--- config.mk ---
export PLATFORM = sky130hd
export DESIGN_NAME = exe_stage
export DESIGN_NICKNAME = d
export VERILOG_FILES = /design/src/rtl/exe_pkg.sv /design/src/rtl/seq_mul.sv /design/src/rtl/exe_stage.sv
export SDC_FILE = /design/constraint.sdc
export NUM_CORES = 1
export LEC_CHECK = 0
export CAP_MARGIN = 20
export CELL_PAD_IN_SITES_DETAIL_PLACEMENT = 0
export CELL_PAD_IN_SITES_GLOBAL_PLACEMENT = 2
export CORE_MARGIN = 2
export CORE_UTILIZATION = 25
export DETAILED_ROUTE_END_ITERATION = 7
export PLACE_DENSITY_LB_ADDON = 0.1
export REMOVE_ABC_BUFFERS = 1
export SLEW_MARGIN = 20
export SYNTH_ARGS = -nofsm -noshare
export SYNTH_HDL_FRONTEND = slang
export SYNTH_SLANG_ARGS = --single-unit
export TNS_END_PERCENT = 20
--- constraint.sdc ---
create_clock -name clk -period 4.9 [get_ports clk]
set_input_delay 1.47 -clock clk [delete_from_list [all_inputs] [get_ports clk]]
set_output_delay 1.47 -clock clk [all_outputs]
set_load 0.02 [all_outputs]
--- src/rtl/exe_pkg.sv ---
// exe_pkg: shared definitions for the mini-core execute/write-back stage.
//   DEF_DATA_W / DEF_ADR_W : default operand and address widths
//   OP_ADD/OP_SUB/OP_AND/OP_PASS : 2-bit ALU opcodes
//   exe_state_e : execute-stage state (IDLE, MUL)
package exe_pkg;

  localparam int unsigned DEF_DATA_W = 6;
  localparam int unsigned DEF_ADR_W  = 6;

  localparam logic [1:0] OP_ADD  = 2'b00;
  localparam logic [1:0] OP_SUB  = 2'b01;
  localparam logic [1:0] OP_AND  = 2'b10;
  localparam logic [1:0] OP_PASS = 2'b11;

  typedef enum logic {
    IDLE = 1'b0,
    MUL  = 1'b1
  } exe_state_e;

endpackage

--- src/rtl/seq_mul.sv ---
// seq_mul: shift-add multiplier, one multiplier bit per cycle.
//   clk, rst : clock, synchronous active-high reset
//   start    : load operands a/b, clear accumulator and counter
//   run      : advance one iteration this cycle
//   a, b     : multiplicand, multiplier
//   done     : current iteration is the last one (counter == DATA_W-1)
//   product  : accumulator including this cycle's partial product; on the
//              done cycle it is the final product (low DATA_W bits)
module seq_mul #(
  parameter int unsigned DATA_W = 6
) (
  input  logic              clk,
  input  logic              rst,
  input  logic              start,
  input  logic              run,
  input  logic [DATA_W-1:0] a,
  input  logic [DATA_W-1:0] b,
  output logic              done,
  output logic [DATA_W-1:0] product
);

  localparam int unsigned CNT_W = (DATA_W > 1) ? $clog2(DATA_W) : 1;

  logic [DATA_W-1:0] mcand_q, mplier_q, acc_q;
  logic [CNT_W-1:0]  cnt_q;

  always_ff @(posedge clk) begin
    if (rst) begin
      mcand_q  <= '0;
      mplier_q <= '0;
      acc_q    <= '0;
      cnt_q    <= '0;
    end else if (start) begin
      mcand_q  <= a;
      mplier_q <= b;
      acc_q    <= '0;
      cnt_q    <= '0;
    end else if (run) begin
      // Multiplicand walks left, multiplier walks right: bit 0 selects.
      mcand_q  <= mcand_q << 1;
      mplier_q <= mplier_q >> 1;
      acc_q    <= product;
      cnt_q    <= cnt_q + 1'b1;
    end
  end

  assign product = acc_q + (mplier_q[0] ? mcand_q : '0);
  assign done    = (cnt_q == CNT_W'(DATA_W - 1));

endmodule

--- src/rtl/exe_stage.sv ---
// exe_stage: execute/write-back stage of the mini-core.
// Optional multi-cycle multiplier enabled by defining EXE_MUL_EN.
//   clk, rst            : clock, synchronous active-high reset
//   halted              : bubble / halt marker from the load stage
//   write_adr           : destination register, or memory address for stores
//   alu_inst            : 00 add, 01 sub, 10 and, 11 pass data_1
//   data_1, data_2      : operands
//   data_mem_write      : instruction is a store (wins over multiply)
//   mul_or_add_ld       : multiply (only with EXE_MUL_EN)
//   freeze              : combinational hold request to the load stage
//   rf_we/rf_waddr/rf_wdata  : registered register-file write port
//   dm_we/dm_addr/dm_wdata   : registered data-memory write port
//   halted_out          : sticky halted flag, cleared only by rst
module exe_stage
  import exe_pkg::*;
#(
  parameter int unsigned DATA_W = DEF_DATA_W,
  parameter int unsigned ADR_W  = DEF_ADR_W
) (
  input  logic              clk,
  input  logic              rst,
  input  logic              halted,
  input  logic [ADR_W-1:0]  write_adr,
  input  logic [1:0]        alu_inst,
  input  logic [DATA_W-1:0] data_1,
  input  logic [DATA_W-1:0] data_2,
  input  logic              data_mem_write,
  input  logic              mul_or_add_ld,
  output logic              freeze,
  output logic              rf_we,
  output logic [ADR_W-1:0]  rf_waddr,
  output logic [DATA_W-1:0] rf_wdata,
  output logic              dm_we,
  output logic [ADR_W-1:0]  dm_addr,
  output logic [DATA_W-1:0] dm_wdata,
  output logic              halted_out
);

  logic              rf_we_d, dm_we_d, halted_out_d;
  logic [ADR_W-1:0]  rf_waddr_d, dm_addr_d;
  logic [DATA_W-1:0] rf_wdata_d, dm_wdata_d;
  logic [DATA_W-1:0] alu_res;

  always_comb begin
    alu_res = '0;
    unique case (alu_inst)
      OP_ADD:  alu_res = data_1 + data_2;
      OP_SUB:  alu_res = data_1 - data_2;
      OP_AND:  alu_res = data_1 & data_2;
      OP_PASS: alu_res = data_1;
      default: alu_res = '0;
    endcase
  end

`ifdef EXE_MUL_EN
  exe_state_e        state_q, state_d;
  logic              mul_start, mul_done;
  logic [DATA_W-1:0] mul_product;
  logic [ADR_W-1:0]  mul_adr_q;

  seq_mul #(
    .DATA_W(DATA_W)
  ) u_seq_mul (
    .clk    (clk),
    .rst    (rst),
    .start  (mul_start),
    .run    (state_q == MUL),
    .a      (data_1),
    .b      (data_2),
    .done   (mul_done),
    .product(mul_product)
  );

  always_ff @(posedge clk) begin
    if (rst) begin
      state_q   <= IDLE;
      mul_adr_q <= '0;
    end else begin
      state_q <= state_d;
      if (mul_start) mul_adr_q <= write_adr;
    end
  end
`else
  logic unused_mul_sel;
  assign unused_mul_sel = mul_or_add_ld;
  assign freeze         = 1'b0;
`endif

  always_comb begin
    rf_we_d      = 1'b0;
    rf_waddr_d   = '0;
    rf_wdata_d   = '0;
    dm_we_d      = 1'b0;
    dm_addr_d    = '0;
    dm_wdata_d   = '0;
    halted_out_d = halted_out;
`ifdef EXE_MUL_EN
    state_d   = state_q;
    mul_start = 1'b0;
    freeze    = 1'b0;
    if (state_q == MUL) begin
      // Release the load stage on the last iteration so the next
      // instruction arrives exactly as we return to IDLE.
      freeze = !mul_done;
      if (mul_done) begin
        rf_we_d    = 1'b1;
        rf_waddr_d = mul_adr_q;
        rf_wdata_d = mul_product;
        state_d    = IDLE;
      end
    end else
`endif
    if (halted_out) begin
      // Core halted: everything ignored until reset.
    end else if (halted) begin
      halted_out_d = 1'b1;
    end else if (data_mem_write) begin
      dm_we_d    = 1'b1;
      dm_addr_d  = write_adr;
      dm_wdata_d = data_1;
`ifdef EXE_MUL_EN
    end else if (mul_or_add_ld) begin
      mul_start = 1'b1;
      freeze    = 1'b1;
      state_d   = MUL;
`endif
    end else begin
      rf_we_d    = 1'b1;
      rf_waddr_d = write_adr;
      rf_wdata_d = alu_res;
    end
  end

  always_ff @(posedge clk) begin
    if (rst) begin
      rf_we      <= 1'b0;
      rf_waddr   <= '0;
      rf_wdata   <= '0;
      dm_we      <= 1'b0;
      dm_addr    <= '0;
      dm_wdata   <= '0;
      halted_out <= 1'b0;
    end else begin
      rf_we      <= rf_we_d;
      rf_waddr   <= rf_waddr_d;
      rf_wdata   <= rf_wdata_d;
      dm_we      <= dm_we_d;
      dm_addr    <= dm_addr_d;
      dm_wdata   <= dm_wdata_d;
      halted_out <= halted_out_d;
    end
  end

endmodule

Word level (Yosys, flattened, before mapping). Cells that the tools add are included.

Flip-flop bits (word level): 27. Bits of input ports: 25. Output and inout port bits: 28. Logic and storage cells: 23.

$add $sub $neg: 2. Eq/ne operators: 3. Mux-type cells: 5. Bitwise operators: 2. Reduce and logical (&&, ||, !) cells: 4.

Operator list (number): case mux 6 bit (4 select lines) (1); OR reduction 4 bit (2); adder 6 bit (1); bitwise AND 6 bit (1); subtractor 6 bit (1); equality test 2 bit, second input constant (2); 2-to-1 mux 1 bit (4); OR reduction 3 bit (1); equality test 2 x 1 -> 1 bit, second input constant (1); logical NOT 2 bit (1); NOT 1 bit (1).

Longest topological paths before layout.
Word-level depth: 2. Depth in mapped cells: 10. Depth with buffers taken out: 10.

Worst setup path before layout. Ideal clock, no wire load.

Path type: input port to flip-flop. From: in alu_inst[1]. To: reg rf_wdata[5]. Setup time: 0.122 ns. Arrival: 2.901 ns. Data required time: 4.778 ns. Path slack: 1.877 ns. Stages on the path: 7. Path buffers: 0. Cells stage by stage: and2b_4 -> mux2i_1 -> ha_1 -> a21o_1 -> a211o_1 -> xnor2_1 -> a21oi_1.

Cells in the longest elaborated chain, start to end: 2. Elaborated cells on any way between the ends: 5. Those cells by class: eq/ne: 3; mux: 1; reduce/logical: 1.

Ends and longest elaborated chain: start: declaration (RTL line exe_stage.sv:24) `input logic [1:0] alu_inst,`; equality test 2 bit (tied with other cells) (RTL line exe_stage.sv:46) `unique case (alu_inst)`; case mux 6 bit (4 select lines) * (RTL line exe_stage.sv:46); end signal: assignment (RTL line exe_stage.sv:146) `rf_wdata <= rf_wdata_d;`; end: declaration (RTL line exe_stage.sv:32) `output logic [DATA_W-1:0] rf_wdata,`.

Every way passes the cells marked *; elsewhere a longest branch is shown, timed or not. A chain may end at the register's enable or synchronous reset.

Worst setup path after layout.
From: in alu_inst[0]. To: reg rf_wdata[5].

The elaborated chain is that of the path after synthesis.

==> run metrics <==
status complete, no violations; Hold Path Class reg2reg; #FFs+latches synth 27; total of max-cap violations 0; Final Net Count slightly below 200; CTS tree yes; Required @ worst endpoint between 5 and 6 ns; first-pass GRT wire length 4.395 mm; pwr/cell area 258.6 nW/um^2; WL final around 2.6 mm; Synth top area share approximately 48%; Main synth FF type dfxtp_1; Total Routing Usage GR 10.71%; CTS Buffer Depth 2; DIE AREA between 5000 and 6000 um^2; Hold Violations, Final 0; top post-synthesis cells by area dfxtp_1, ha_1, and2_1; Slew HR a little under three fifths; Clock Pin Slew Worst Setup and Hold Paths around 0.090 ns; crit end category flip-flop; Synth Area per Inst ~10 um^2; Synth cell types 31; f_max about 0.28 GHz; RSZ-0062 raised after global routing no; Setup CP Type in2reg; final instance area ~1700 um^2; Slew @ Worst Pin 0.6359 ns; final setup margin about 1.3 ns; Leakage Power approximately 0.7 nW; antenna viol nets, final 0; number of cells on the worst hold path 2; hold path start halted_out; latest clock arrival within the worst-skew pair ~0.26 ns; Num CTS Buffers 3; pre-CTS setup slack 1.034 ns; met1 track demand over resource roughly 13%; worst reg2reg startpoint halted_out; Routability Congestion between 0.7 and 0.8; Yosys warning count 0; CTS H-tree depth 1; PortBufs 50; Ports 53; synthesized area 1134 um^2; cell count after synthesis ~110; met2 Use GR a little under a fifth; Vias slightly above 900; Routed WL per cell 11.86 um; fin crit share roughly three quarters; layout cells sized above 1 approximately 8.6%; initial antenna violation count 0; total grt overflow 0; core area approximately 4400 um^2; area grow syn2layout 53.09%; root buf cell clkbuf_8; Post-CTS Resized 0; RR Endpoint rf_wdata[4]; DP Wirelength approximately 2.0 mm; number of flops mapped to enable cells by yosys 0; maximum fanout along the worst path 8; CP Launch Type input port; # setup viols final 0; internal reg-to-reg setup slack about 3.4 ns; met3 Usage GRT roughly 1.5%; die width between 70 and 80 um; number of global-route vias before repair 901; hold path endpoint halted_out; Chip Height ~71 um; Pre-Repair DR Iteration Count 4; Post-synth ARST share 0%; Diodes inserted 0; Setup TNS 0 ns; post-CTS setup buffers 0; DP Area ~1700 um^2; Sink Count 27; row count 24; Max rail drop VDD about 94 uV; largest area contributor in the netlist dfxtp_1; Starting Density 26.03%; sequential share of the synthesized area between 40% and 50%; DRT iter0 DRCs 22; R2R cell count 4; Pins Over Slew Limit 0; Final min period 3.582 ns; DRC 0; CP Data Arrival Time 3.78 ns; global routing's busiest layer met2; # hold bufs at CTS 0; Via density about 4.2; Layout Skew approximately 0.0017 ns; pin count of the biggest net entering global routing 15
report_power, final:
| group | switching (mW) | internal, mW | total (mW) |
|---|---|---|---|
| Sequential | 0.00203 | 0.225 | 0.227 |
| Combinational | 0.0475 | 0.0530 | 0.101 |
| Clock | 0.0629 | 0.0580 | 0.121 |
synthesized netlist by cell type, types with 2 or more instances:
library cell and count:
and2_2 6, and2_1 12, a21o_1 2, o211ai_1 2, xor2_1 4, inv_1 5
a21oi_1 6, o2111ai_1 2, a211oi_1 2, nor2_1 6, xnor2_1 5, ha_1 7
nand2_1 7, o21ai_0 3, dfxtp_1 27
cell usage in the layout, fill, tap and decap left out:
cell type,synthesis,layout
clkbuf_8,0,3
nor2_1,6,6
and2_1,12,12
o2111ai_1,2,2
nand2_1,7,7
fa_1,1,1
a21oi_2,1,1
a211o_1,1,1
o211ai_1,2,2
and2b_4,1,1
or4_4,1,1
inv_2,1,1
a211oi_1,2,2
conb_1,1,1
clkbuf_1,0,1
dfxtp_1,27,27
inv_1,5,5
and3_1,1,1
xor2_1,4,4
a21o_1,2,2
clkdlybuf4s50_1,0,50
xnor2_1,5,5
and2_2,6,6
nor4b_4,0,1
mux2i_1,1,1
nor3_1,1,1
nand3_1,1,1
nor2b_1,1,1
o21ai_0,3,3
a21oi_1,6,6
ha_1,7,7
logic make-up (layout without fill, tap and decap cells):
kind of cell / Yosys count / count (layout) / share of synthesized area, %
compound gates: 19 / 19 / 11.04
xor+xnor: 9 / 9 / 6.953
fa+ha+maj: 8 / 8 / 9.492
buf+inv: 9 / 60 / 4.083
flops: 27 / 27 / 47.68
mux: 1 / 1 / 0.8830
other cells: 1 / 1 / 0.3308
simple gates: 38 / 38 / 19.54
per-layer routing:
| metal | vias up | part of all wire [%] | routed length (um) |
|---|---|---|---|
| li1 | 474 | - | - |
| met1 | 411 | 46 | 1171 |
| met2 | 28 | 49 | 1246 |
| met3 | 0 | 5.2 | 132 |
| met4 | 0 | 0 | 0 |
| met5 | - | 0 | 0 |
sequential cells by signal (all words and copies together), names as in the netlist:
signal,flops
dm_addr,6
dm_wdata,6
dm_we,1
halted_out,1
rf_waddr,6
rf_wdata,6
rf_we,1
layout make-up:
| type | instances | area [um^2] |
|---|---|---|
| Multi-Input combinational cell | 76 | 561.8 |
| Inverter | 6 | 22.52 |
| Timing Repair Buffer | 50 | 500.5 |
| Fill cell | 426 | 2619 |
| Tap cell | 52 | 65.06 |
| Clock buffer | 4 | 45.04 |
| Sequential cell | 27 | 540.5 |
worst max path at each step:
| stage | startpoint | end | slack [ns] | depth (start not counted) |
|---|---|---|---|---|
| 3_3_place_gp | alu_inst[0] | rf_wdata[5] | 1.06 | 8 |
| 6_report | alu_inst[0] | rf_wdata[5] | 1.32 | 8 |
| 5_1_grt | alu_inst[0] | rf_wdata[5] | 1.16 | 8 |
| 2_1_floorplan | alu_inst[1] | rf_wdata[5] | 1.88 | 7 |
| 3_5_place_dp | alu_inst[0] | rf_wdata[5] | 1.03 | 8 |
| 4_1_cts | alu_inst[1] | rf_wdata[5] | 1.30 | 8 |
metrics by stage:
stage,std cells,utilization (%),hold slack (ns),power (mW)
6_report,215,39.86,0.5478,0.4488
4_1_cts,215,39.66,0.5348,0.4548
2_1_floorplan,109,-,0.5751,0.2866
3_3_place_gp,211,38.62,0.5139,0.3316
3_5_place_dp,211,38.62,0.5217,0.3334
5_1_grt,215,39.86,0.5832,0.4745
critical path: stages:
cell and delay (ns):
clkdlybuf4s50_1 0.69, and2b_4 0.26, mux2i_1 0.32, ha_1 0.29
a21o_1 0.20, a211o_1 0.28, xnor2_1 0.13, a21oi_1 0.14
(Power assumes the default switching activity.)
==> patch, RTL diff (config.mk and constraints unchanged) <==
Build with the macro `EXE_MUL_EN` defined.
--- a/src/rtl/exe_stage.sv
+++ b/src/rtl/exe_stage.sv
@@ -13,2 +13,4 @@
 //   halted_out          : sticky halted flag, cleared only by rst
+`define EXE_MUL_EN
+
 module exe_stage
Function: changed (a bounded check fails within 4 cycles, from zero or initial values and one cycle with rst high).
==> patch against the unedited design <==
Sequential cell count increased by 28. Synthesized cell count increased by 150%. Count of clock-buffer cells in the layout increased by 2. Worst setup slack lost 940 ps. Cell area rose by 92%. Routed wire length increased to 2.6 times the old value. Area after synthesis rose by 120%. Clock power up 120%. Utilization down 6.0 points. Total power up 95%.
==> patch: results (changes against the unedited design) <==
The run finished with clean final reports. Ranked by instance count, the synthesized netlist is headed by sky130_fd_sc_hd__dfxtp_1 (55), sky130_fd_sc_hd__nor2_1 (51), sky130_fd_sc_hd__and2_1 (16), sky130_fd_sc_hd__ha_1 (14), sky130_fd_sc_hd__o21ai_0 (12). Net count reported at finish: 371 (+88%). The per-cell via count in the routed design was 4.53 (+6.7%). The run gives 0.531 (+0.025) as the sequential group share of total power.

The wire length of the first global-routing pass came out at 11000 µm (+150%). For the via count of the first global-routing pass, the log shows 2058 (+130%). The type of the tightest min-delay check is reg -> reg.

The slew at the pin closest to its max-slew limit is 916 ps (+280 ps). The switching portion of total power is 0.279 (+0.0279). Sequential power: 0.465 mW (+100%). For the number of warning messages in the yosys log, the log shows 0 (unchanged). Number of port buffers: 52 (+4.0%). The slowest stage of the critical path belongs to the cell sky130_fd_sc_hd__clkdlybuf4s50_1. The worst vdd rail ir drop was 0.109 mV (+16%); the final RePlAce weighted congestion was 0.743 (-1.8%). The initial antenna violation count came out at 0 (unchanged). The number of instances resized during post-cts repair is 0 (unchanged), and the highest fanout seen on the critical path is 3 (-5).

The tools report the power in combinational cells as 0.149 mW (+48%). The worst setup skew after layout came out at 15.0 ps (+13.3 ps). Clock-pin slew was measured on the worst setup and hold paths at 100 ps. The clock buffer count from CTS was 5 (+2). The tools report the clock latency on the worst-skew pair as 320 ps (+60 ps). The filler cell count is 1056 (+150%), and the number of antenna repair diodes is 0 (unchanged). The placed instance area came out at 0.00324 mm² (+93%).

The static leakage is 1.26 nW (+80%). The run gives 2 (unchanged) as the number of buffers on the longest clock path. The root buffer cell chosen for the clock tree is sky130_fd_sc_hd__clkbuf_8. The count of endpoints failing hold in the final timing report was 0 (unchanged); the initial DRC count was 148 (+570%). The number of post-CTS setup repair buffers was 0 (unchanged); the portion of the post-synthesis area used by sequential elements was 0.433 (-0.0435). The critical path's largest stage delay was 620 ps (-70 ps). The tools report the detailed-router iteration count before antenna repair as 6 (+2). For the routed wire length, the log shows 6720 µm (+160%). The run gives 2 (+1) as the depth of the CTS H-tree. Broken down by cell family, the worst path's largest delay share belongs to buffers and inverters. The maximum number of pins on one net before global-route repair is 29 (+14). The run gives 4930 µm (+140%) as the sum of net half-perimeters after detailed placement. For the count of distinct cell types in the synthesized netlist, the log shows 38 (+23%). Sorting the synthesized cells by area gives the leading types as sky130_fd_sc_hd__dfxtp_1 (43%), sky130_fd_sc_hd__nor2_1 (7.5%), sky130_fd_sc_hd__ha_1 (6.9%). In the synthesized netlist the dominant register cell turns out to be sky130_fd_sc_hd__dfxtp_1. Proportion of synthesized flip-flops having asynchronous set or reset: 0 (unchanged). The logs give 341 ps (-693 ps) for the pre-CTS setup slack and 0.127 (+0.0197) for the overall global routing resource usage. The share of cells above drive strength 1 came out at 0.0725 (-0.0134).
-- patch: cell families after synthesis --
kind of cell / synth area share
flops: 0.433
compound gates: 0.156
buf+inv: 0.0438
mux: 0.0443
simple gates: 0.194
xor+xnor: 0.0448
fa+ha+maj: 0.0847
-- patch: worst reg2reg max path, delay by kind of cell (launching register included) --
| family | cells | cell delay, ps |
|---|---|---|
| xor+xnor | 1 | 140 |
| compound gates | 2 | 360 |
| fa+ha+maj | 2 | 600 |
| simple gates | 3 | 370 |
| flops | 1 | 460 |
| buf+inv | 1 | 70 |
-- patch: metrics by stage --
stage               hold WS (ps)  std cells
floorplan                    450        262
global placement             472        456
detailed placement           478        456
CTS                          493        464
global route                 510        464
finish                       506        464
-- patch: layout make-up --
class                      instances  area (µm²)  area share
clock buffer                       6        72.6      0.0218
timing repair buffer              61         588       0.177
clock inverter                     2        16.3     0.00489
sequential                        55        1100       0.331
multi-input combinational        196        1340       0.403
tap                              133         166      0.0500
inverter                          11        41.3      0.0124
-- patch: metal layers --
metal / wire, µm / global-route usage
met2: 2960 / 0.198
met3: 242 / 0.0237
met4: 62 / 0.0343
met1: 3450 / 0.178
met5: 0 / 0
-- patch: final timing paths --
kind | from | depth (start not counted) | slack (ps) | end
setup / recovery | mul_or_add_ld | 5 | 380 | freeze
hold / removal | u_seq_mul.acc_q[4]$_SDFFE_PP0P_ | 2 | 510 | u_seq_mul.acc_q[4]$_SDFFE_PP0P_
setup reg to reg | u_seq_mul.mplier_q[0]$_SDFFE_PP0P_ | 9 | 2790 | rf_wdata[4]$_SDFF_PP0_
hold reg to reg | u_seq_mul.acc_q[4]$_SDFFE_PP0P_ | 2 | 510 | u_seq_mul.acc_q[4]$_SDFFE_PP0P_
